$ cat config.mk
export PLATFORM = sky130hd
export DESIGN_NAME = conv3x3_stream
export DESIGN_NICKNAME = d
export VERILOG_FILES = /design/src/rtl/conv3x3_stream.sv
export SDC_FILE = /design/constraint.sdc
export NUM_CORES = 2
export LEC_CHECK = 0
export ABC_AREA = 1
export BUFFER_PORTS_ARGS = -buffer_cell sky130_fd_sc_hd__buf_2
export CORE_ASPECT_RATIO = 2
export CORE_MARGIN = 2
export CORE_UTILIZATION = 35
export CTS_BUF_LIST = sky130_fd_sc_hd__clkbuf_8
export CTS_CLUSTER_DIAMETER = 200
export DETAILED_ROUTE_END_ITERATION = 8
export PLACE_DENSITY = 0.58
export SLEW_MARGIN = 20
export SYNTH_ARGS = -nofsm -noshare
export SYNTH_HDL_FRONTEND = slang
export SYNTH_SLANG_ARGS = --single-unit
$ cat constraint.sdc
create_clock -name clk -period 5.2 [get_ports clk]
set_input_delay 1.04 -clock clk [delete_from_list [all_inputs] [get_ports clk]]
set_output_delay 1.04 -clock clk [all_outputs]
set_load 0.05 [all_outputs]
$ cat src/rtl/conv3x3_stream.sv
// Streaming 3x3 valid-mode convolution over one raster frame, one pixel per clock.
// Two line buffers plus a 2-column shift window; 2-cycle product/sum pipeline.
module conv3x3_stream #(
  parameter int PIX_W = 8,
  parameter int WGT_W = 8,
  parameter int OUT_W = 32,
  parameter int IMG_W = 28,
  parameter int IMG_H = 28
) (
  input  logic                    clk,
  input  logic                    clr,
  input  logic                    in_valid,
  input  logic [PIX_W-1:0]        in_data,
  input  logic [9*WGT_W-1:0]      weights,
  input  logic signed [OUT_W-1:0] bias,
  output logic                    out_valid,
  output logic signed [OUT_W-1:0] out_data,
  output logic                    frame_done
);
  localparam int CW    = $clog2(IMG_W);
  localparam int RW    = $clog2(IMG_H);
  localparam int PRD_W = PIX_W + WGT_W + 1;

  logic [CW-1:0]           r_col;
  logic [RW-1:0]           r_row;
  logic [PIX_W-1:0]        r_lb1 [IMG_W];
  logic [PIX_W-1:0]        r_lb2 [IMG_W];
  logic [PIX_W-1:0]        r_c0 [3];
  logic [PIX_W-1:0]        r_c1 [3];
  logic [PIX_W-1:0]        w_col [3];
  logic [PIX_W-1:0]        w_pix [9];
  logic signed [PRD_W-1:0] w_prd [9];
  logic signed [PRD_W-1:0] r_prd [9];
  logic signed [OUT_W-1:0] r_bias;
  logic signed [OUT_W-1:0] w_sum;
  logic [2:1]              r_vld_pipe;
  logic [2:1]              r_last_pipe;
  logic                    w_col_end, w_row_end, w_fire;

  assign w_col_end = (r_col == CW'(IMG_W - 1));
  assign w_row_end = (r_row == RW'(IMG_H - 1));
  assign w_fire    = in_valid && (r_row >= RW'(2)) && (r_col >= CW'(2));

  // Window column entering this beat: oldest row on top, incoming pixel at bottom.
  always_comb begin
    w_col[0] = r_lb2[r_col];
    w_col[1] = r_lb1[r_col];
    w_col[2] = in_data;
    for (int r = 0; r < 3; r++) begin
      w_pix[3*r]     = r_c0[r];
      w_pix[3*r + 1] = r_c1[r];
      w_pix[3*r + 2] = w_col[r];
    end
    for (int k = 0; k < 9; k++)
      w_prd[k] = PRD_W'($signed({1'b0, w_pix[k]})) * PRD_W'($signed(weights[k*WGT_W +: WGT_W]));
  end

  always_comb begin
    w_sum = r_bias;
    for (int k = 0; k < 9; k++)
      w_sum = w_sum + {{(OUT_W-PRD_W){r_prd[k][PRD_W-1]}}, r_prd[k]};
  end

  // Storage without reset: refilled before any output depends on it.
  always_ff @(posedge clk) begin
    if (in_valid && !clr) begin
      r_lb2[r_col] <= r_lb1[r_col];
      r_lb1[r_col] <= in_data;
      for (int r = 0; r < 3; r++) begin
        r_c0[r] <= r_c1[r];
        r_c1[r] <= w_col[r];
      end
    end
    for (int k = 0; k < 9; k++) r_prd[k] <= w_prd[k];
    r_bias <= bias;
  end

  always_ff @(posedge clk) begin
    if (clr) begin
      r_col       <= '0;
      r_row       <= '0;
      r_vld_pipe  <= '0;
      r_last_pipe <= '0;
      out_data    <= '0;
    end else begin
      if (in_valid) begin
        if (w_col_end) begin
          r_col <= '0;
          r_row <= w_row_end ? '0 : r_row + RW'(1);
        end else begin
          r_col <= r_col + CW'(1);
        end
      end
      r_vld_pipe  <= {r_vld_pipe[1], w_fire};
      r_last_pipe <= {r_last_pipe[1], w_fire && w_col_end && w_row_end};
      if (r_vld_pipe[1]) out_data <= w_sum;
    end
  end

  assign out_valid  = r_vld_pipe[2];
  assign frame_done = r_last_pipe[2];
endmodule

# --- After elaboration in Yosys (flattened, before gate mapping) ---
# Memories as Yosys holds them, arrays and structs flattened. A register that Yosys moved wholly into a read port is not among the register bits.
# Index checks and enable logic that the tools add are counted.
classes:
  mul: 9
  addsub: 11
  n_lt_le_gt_ge: 2
  mux: 8
  eq_ne: 2
  n_reduce_logical: 7
op_table:
  columns: ["operator", "count"]
  rows:
  - ["$add 32x32->32", 9]
  - ["$mul 9x8->17", 9]
  - ["$mux 5", 6]
  - ["$add 5x1->5 const B", 2]
  - ["$eq 5x5->1 const B", 2]
  - ["$ge 5x2->1 const B", 2]
  - ["$logic_and 1x1->1", 5]
  - ["$mux 1", 2]
  - ["$reduce_and 2->1", 1]
  - ["$logic_not 1->1", 1]
word_totals:
  memories: 5
  regBits: 78
  mem_bits_rw: 649
mem_list:
  columns: ["name", "words", "width", "read_ports", "rd_clocked_by_memory_dff", "wr", "line_no", "rtl"]
  rows:
  - ["r_lb1", 28, 8, 1, 1, 1, "26", "logic [PIX_W-1:0] r_lb1 [IMG_W];"]
  - ["r_lb2", 28, 8, 1, 1, 1, "27", "logic [PIX_W-1:0] r_lb2 [IMG_W];"]
  - ["r_prd", 9, 17, 9, 0, 9, "33", "logic signed [PRD_W-1:0] r_prd [9];"]
  - ["r_c0", 3, 8, 3, 0, 3, "28", "logic [PIX_W-1:0] r_c0 [3];"]
  - ["r_c1", 3, 8, 3, 0, 3, "29", "logic [PIX_W-1:0] r_c1 [3];"]

# --- Depth between registers and ports, before layout ---
depth:
  word_depth: 9
  ltp_mapped: 28
  depth_no_buf: 26

# --- Least setup slack after synthesis ---
# Ideal clock, no wire load.
synth_path:
  path_kind: "input-to-reg"
  start: "input clr"
  end: "memory r_lb1[0][0] (enable)"
  t_arrival_ns: 4.747
  path_stages: 4
  slack_ns: 0.064
  n_path_buf: 1
  path_cell_list: "clkbuf_1 -> nor2_1 -> nand2_1 -> nor2_1"
synth_via:
  elab_chain_len: 4
synth_lines:
  columns: ["item", "line_no", "rtl"]
  rows:
  - ["from (decl)", "11", "input logic clr,"]
  - ["$logic_not 1->1", "66", "if (in_valid && !clr) begin"]
  - ["$logic_and 1x1->1", "66", null]
  - ["$mux 1", "66", null]
  - ["$mux 1 (implied by the code)", "68", "r_lb1[r_col] <= in_data;"]
  - ["to (decl)", "26", null]
# Every way passes these cells.

==> impl_metrics.yaml <==
global_routing:
  grt_pass1_wl_um: 242700
  antenna_found_initial: 16
  grt_max_degree: 54
  grt.total_usage_pct: 21.21
  first_global_vias: 40850
  overflow: 0
cts:
  clk_latency_ns: 0.81
  cts.clk_slew.worst_paths_ns: 0.08
  cts_buffer_depth: 3
  clkSinkCount: 732
  root_buffer: "clkbuf_8"
  htreeDepth: 3
  holdBufCountCts: 0
  cts_tree: "yes"
  cts_buffers: 106
die:
  num_io_pins: 149
  die_y_um: 552.1
  die_area_um2: 153500
  start_util_pct: 35.14
  rows: 201
  coreArea_um2: 149600
  die_w_um: 278.1
logic_synthesis:
  syn_nets: 6617
  synth.area.top_cells: "edfxtp_1, fa_1, ha_1"
  netlist_instances: 5540
  syn_area_per_cell_um2: 9.491
  synthFlopType: "edfxtp_1"
  synth.distinct_cells: 46
  synth-edff-count: 496
  synth-async-reset-ratio_pct: 0
  seq_area_frac_synth_pct: 37.31
  synthTopCellsByCount: "inv_1, nand2_1, nor2_1, fa_1, edfxtp_1"
  yosysWarnings: 0
  synth_seq_cells: 732
  netlist_area_um2: 52580
  synth_top_area_share_pct: 28.33
  synth.largest_area_cell: "edfxtp_1"
  yosysMostFrequentCell: "inv_1"
timing:
  timing.final.crit_share_pct: 99.37
  timing.setup.tns_ns: 0
  fin_crit_ns: 5.167
  fin_worst_skew_ns: 0.07269
  rsz0062_at_grt: "true"
  finalSetupViolCount: 0
  tightest_slew_ns: 1.253
  final-max-slew-violation-count: 0
  hold_viol: 0
  fmax_mhz: 193.5
  relSlewSlack_pct: 15.84
critical_path:
  timing.rr.end: "r_prd[0][99]"
  cp_max_fo: 8
  cp_common_cell: "fa_1"
  crit_path_end_kind: "register"
  crit_buf_inv: 10
  ff2ff_setup_slack_ns: 0.03
  critPathTopFamily: "adder cells"
  arrival_ns: 5.87
  reg2regPathDepth: 29
  path_class: "register to register"
  crit_path_start_kind: "register"
  critical_path.slowest_cell: "fa_1"
  cpPeakStageDelay_ns: 0.51
  required_ns: 5.91
routing:
  firstDrtPassIters: 5
  drt_iter0_drc: 2012
  wl_um: 164300
  ant_nets: 0
  num_vias: 38370
  detail_route.wl_per_cell_um: 20.80
  drc: 0
  viasPerCell: 4.858
cells_and_area:
  syn2layout_area_growth_pct: 14.98
  multi_input_area_um2: 28360
  finalCoreUtilization_pct: 40.40
  seq_area_um2: 19630
  nFillCells: 14520
  drive_above_1_share_pct: 13.85
  layout.nets: 6955
placed_design:
  dp_hpwl_um: 132400
  port_buffers: 148
  gp_congestion: 0.9905
hold_path:
  hold_depth: 1
  whs_endpoint: "r_bias[4]"
  hold_class: "input port to register"
  hold_start: "bias[4]"
status:
  status: "complete, no violations"
job:
  cap_violations: 0
==> routing by layer <==
layer | GRT usage [%] | share of wire (%) | vias to the layer above | wire, µm
met1 | 19.04 | 31 | 18830 | 50990
met2 | 41.79 | 56 | 1036 | 91350
met4 | 17.02 | 9.7 | 4 | 16000
met5 | 0 | 0.018 | - | 29
met3 | 2.497 | 3.6 | 497 | 5949
li1 | - | - | 18000 | -
==> cells by family (layout without fill, tap and decap cells) <==
| kind of cell | after synthesis | count (layout) | synth area share (%) |
|---|---|---|---|
| AOI/OAI and AO/OA | 569 | 569 | 6.061 |
| buffers and inverters | 1342 | 1766 | 10.08 |
| DFF | 732 | 732 | 37.31 |
| and+or+nand+nor | 1813 | 1813 | 14.00 |
| xor gates and xnor gates | 122 | 122 | 2.032 |
| other | 0 | 7 | 0 |
| adders and majority gates | 962 | 962 | 30.52 |
==> cell usage in the layout, fill, tap and decap left out, types with 45 or more instances in the layout <==
master	instances
buf_2	148
inv_1	1136
clkbuf_8	111
edfxtp_1	496
a21oi_1	120
nor2_1	569
dfxtp_1	229
buf_4	239
xor2_1	76
o21ai_0	227
ha_1	406
fa_1	531
nand3_1	167
nand2_1	876
o21ai_1	72
xnor2_1	45
o211ai_1	61
==> state kept, by name, summed over array words and instances (netlist names), named ones only <==
register,cells
r_lb1,224
r_lb2,224
r_prd,153
out_data,32
r_bias,32
r_c0,24
r_c1,24
r_col,5
r_row,5
r_last_pipe,2
r_vld_pipe,2
==> area by class of cell <==
cell class                      count  area share (%)
Multi-Input combinational cell   3466           46.92
Sequential cell                   732           32.47
Inverter                         1134           7.097
Timing Repair Buffer              437           5.791
Tap cell                         1928           3.990
Clock buffer                      111           2.527
Clock inverter                     83           1.163
Antenna cell                        7         0.02897
Timing Repair inverter              1         0.01449
==> worst max path at each step <==
stage / start / to / slack, ns / cells past startpoint
after global routing: register / r_prd[0][50] / -0.15 / 26
after global placement: register / r_prd[0][50] / -0.18 / 24
after detailed placement: register / r_prd[0][50] / -0.18 / 23
after CTS: register / r_prd[0][47] / 0.003 / 25
after floorplan: clr / r_lb1[0][0] / 0.06 / 4
final: register / r_prd[0][99] / 0.03 / 29
==> through the flow <==
| stage | setup slack [ns] | hold WS [ns] | instance area, µm² | cells |
|---|---|---|---|---|
| 2_1_floorplan | 0.06448 | 0.3883 | 52580 | 5540 |
| 3_5_place_dp | -0.1827 | 0.4184 | 57020 | 7673 |
| 5_1_grt | -0.1455 | 0.3277 | 60440 | 7894 |
| 4_1_cts | 0.003111 | 0.2997 | 59350 | 7868 |
| 3_3_place_gp | -0.1771 | 0.4145 | 57020 | 7673 |
| 6_report | 0.03255 | 0.3551 | 60460 | 7899 |
==> timing repair <==
action                                  CTS  global route
pin swaps                                 0            42
cloned                                    1             7
endpoints found under the setup margin   16            35
setup buffers                             0            17
gates resized for setup                  17           204
Power is not shown: default switching activity piles up to over one toggle a cycle in this logic, so the estimate is an artifact.
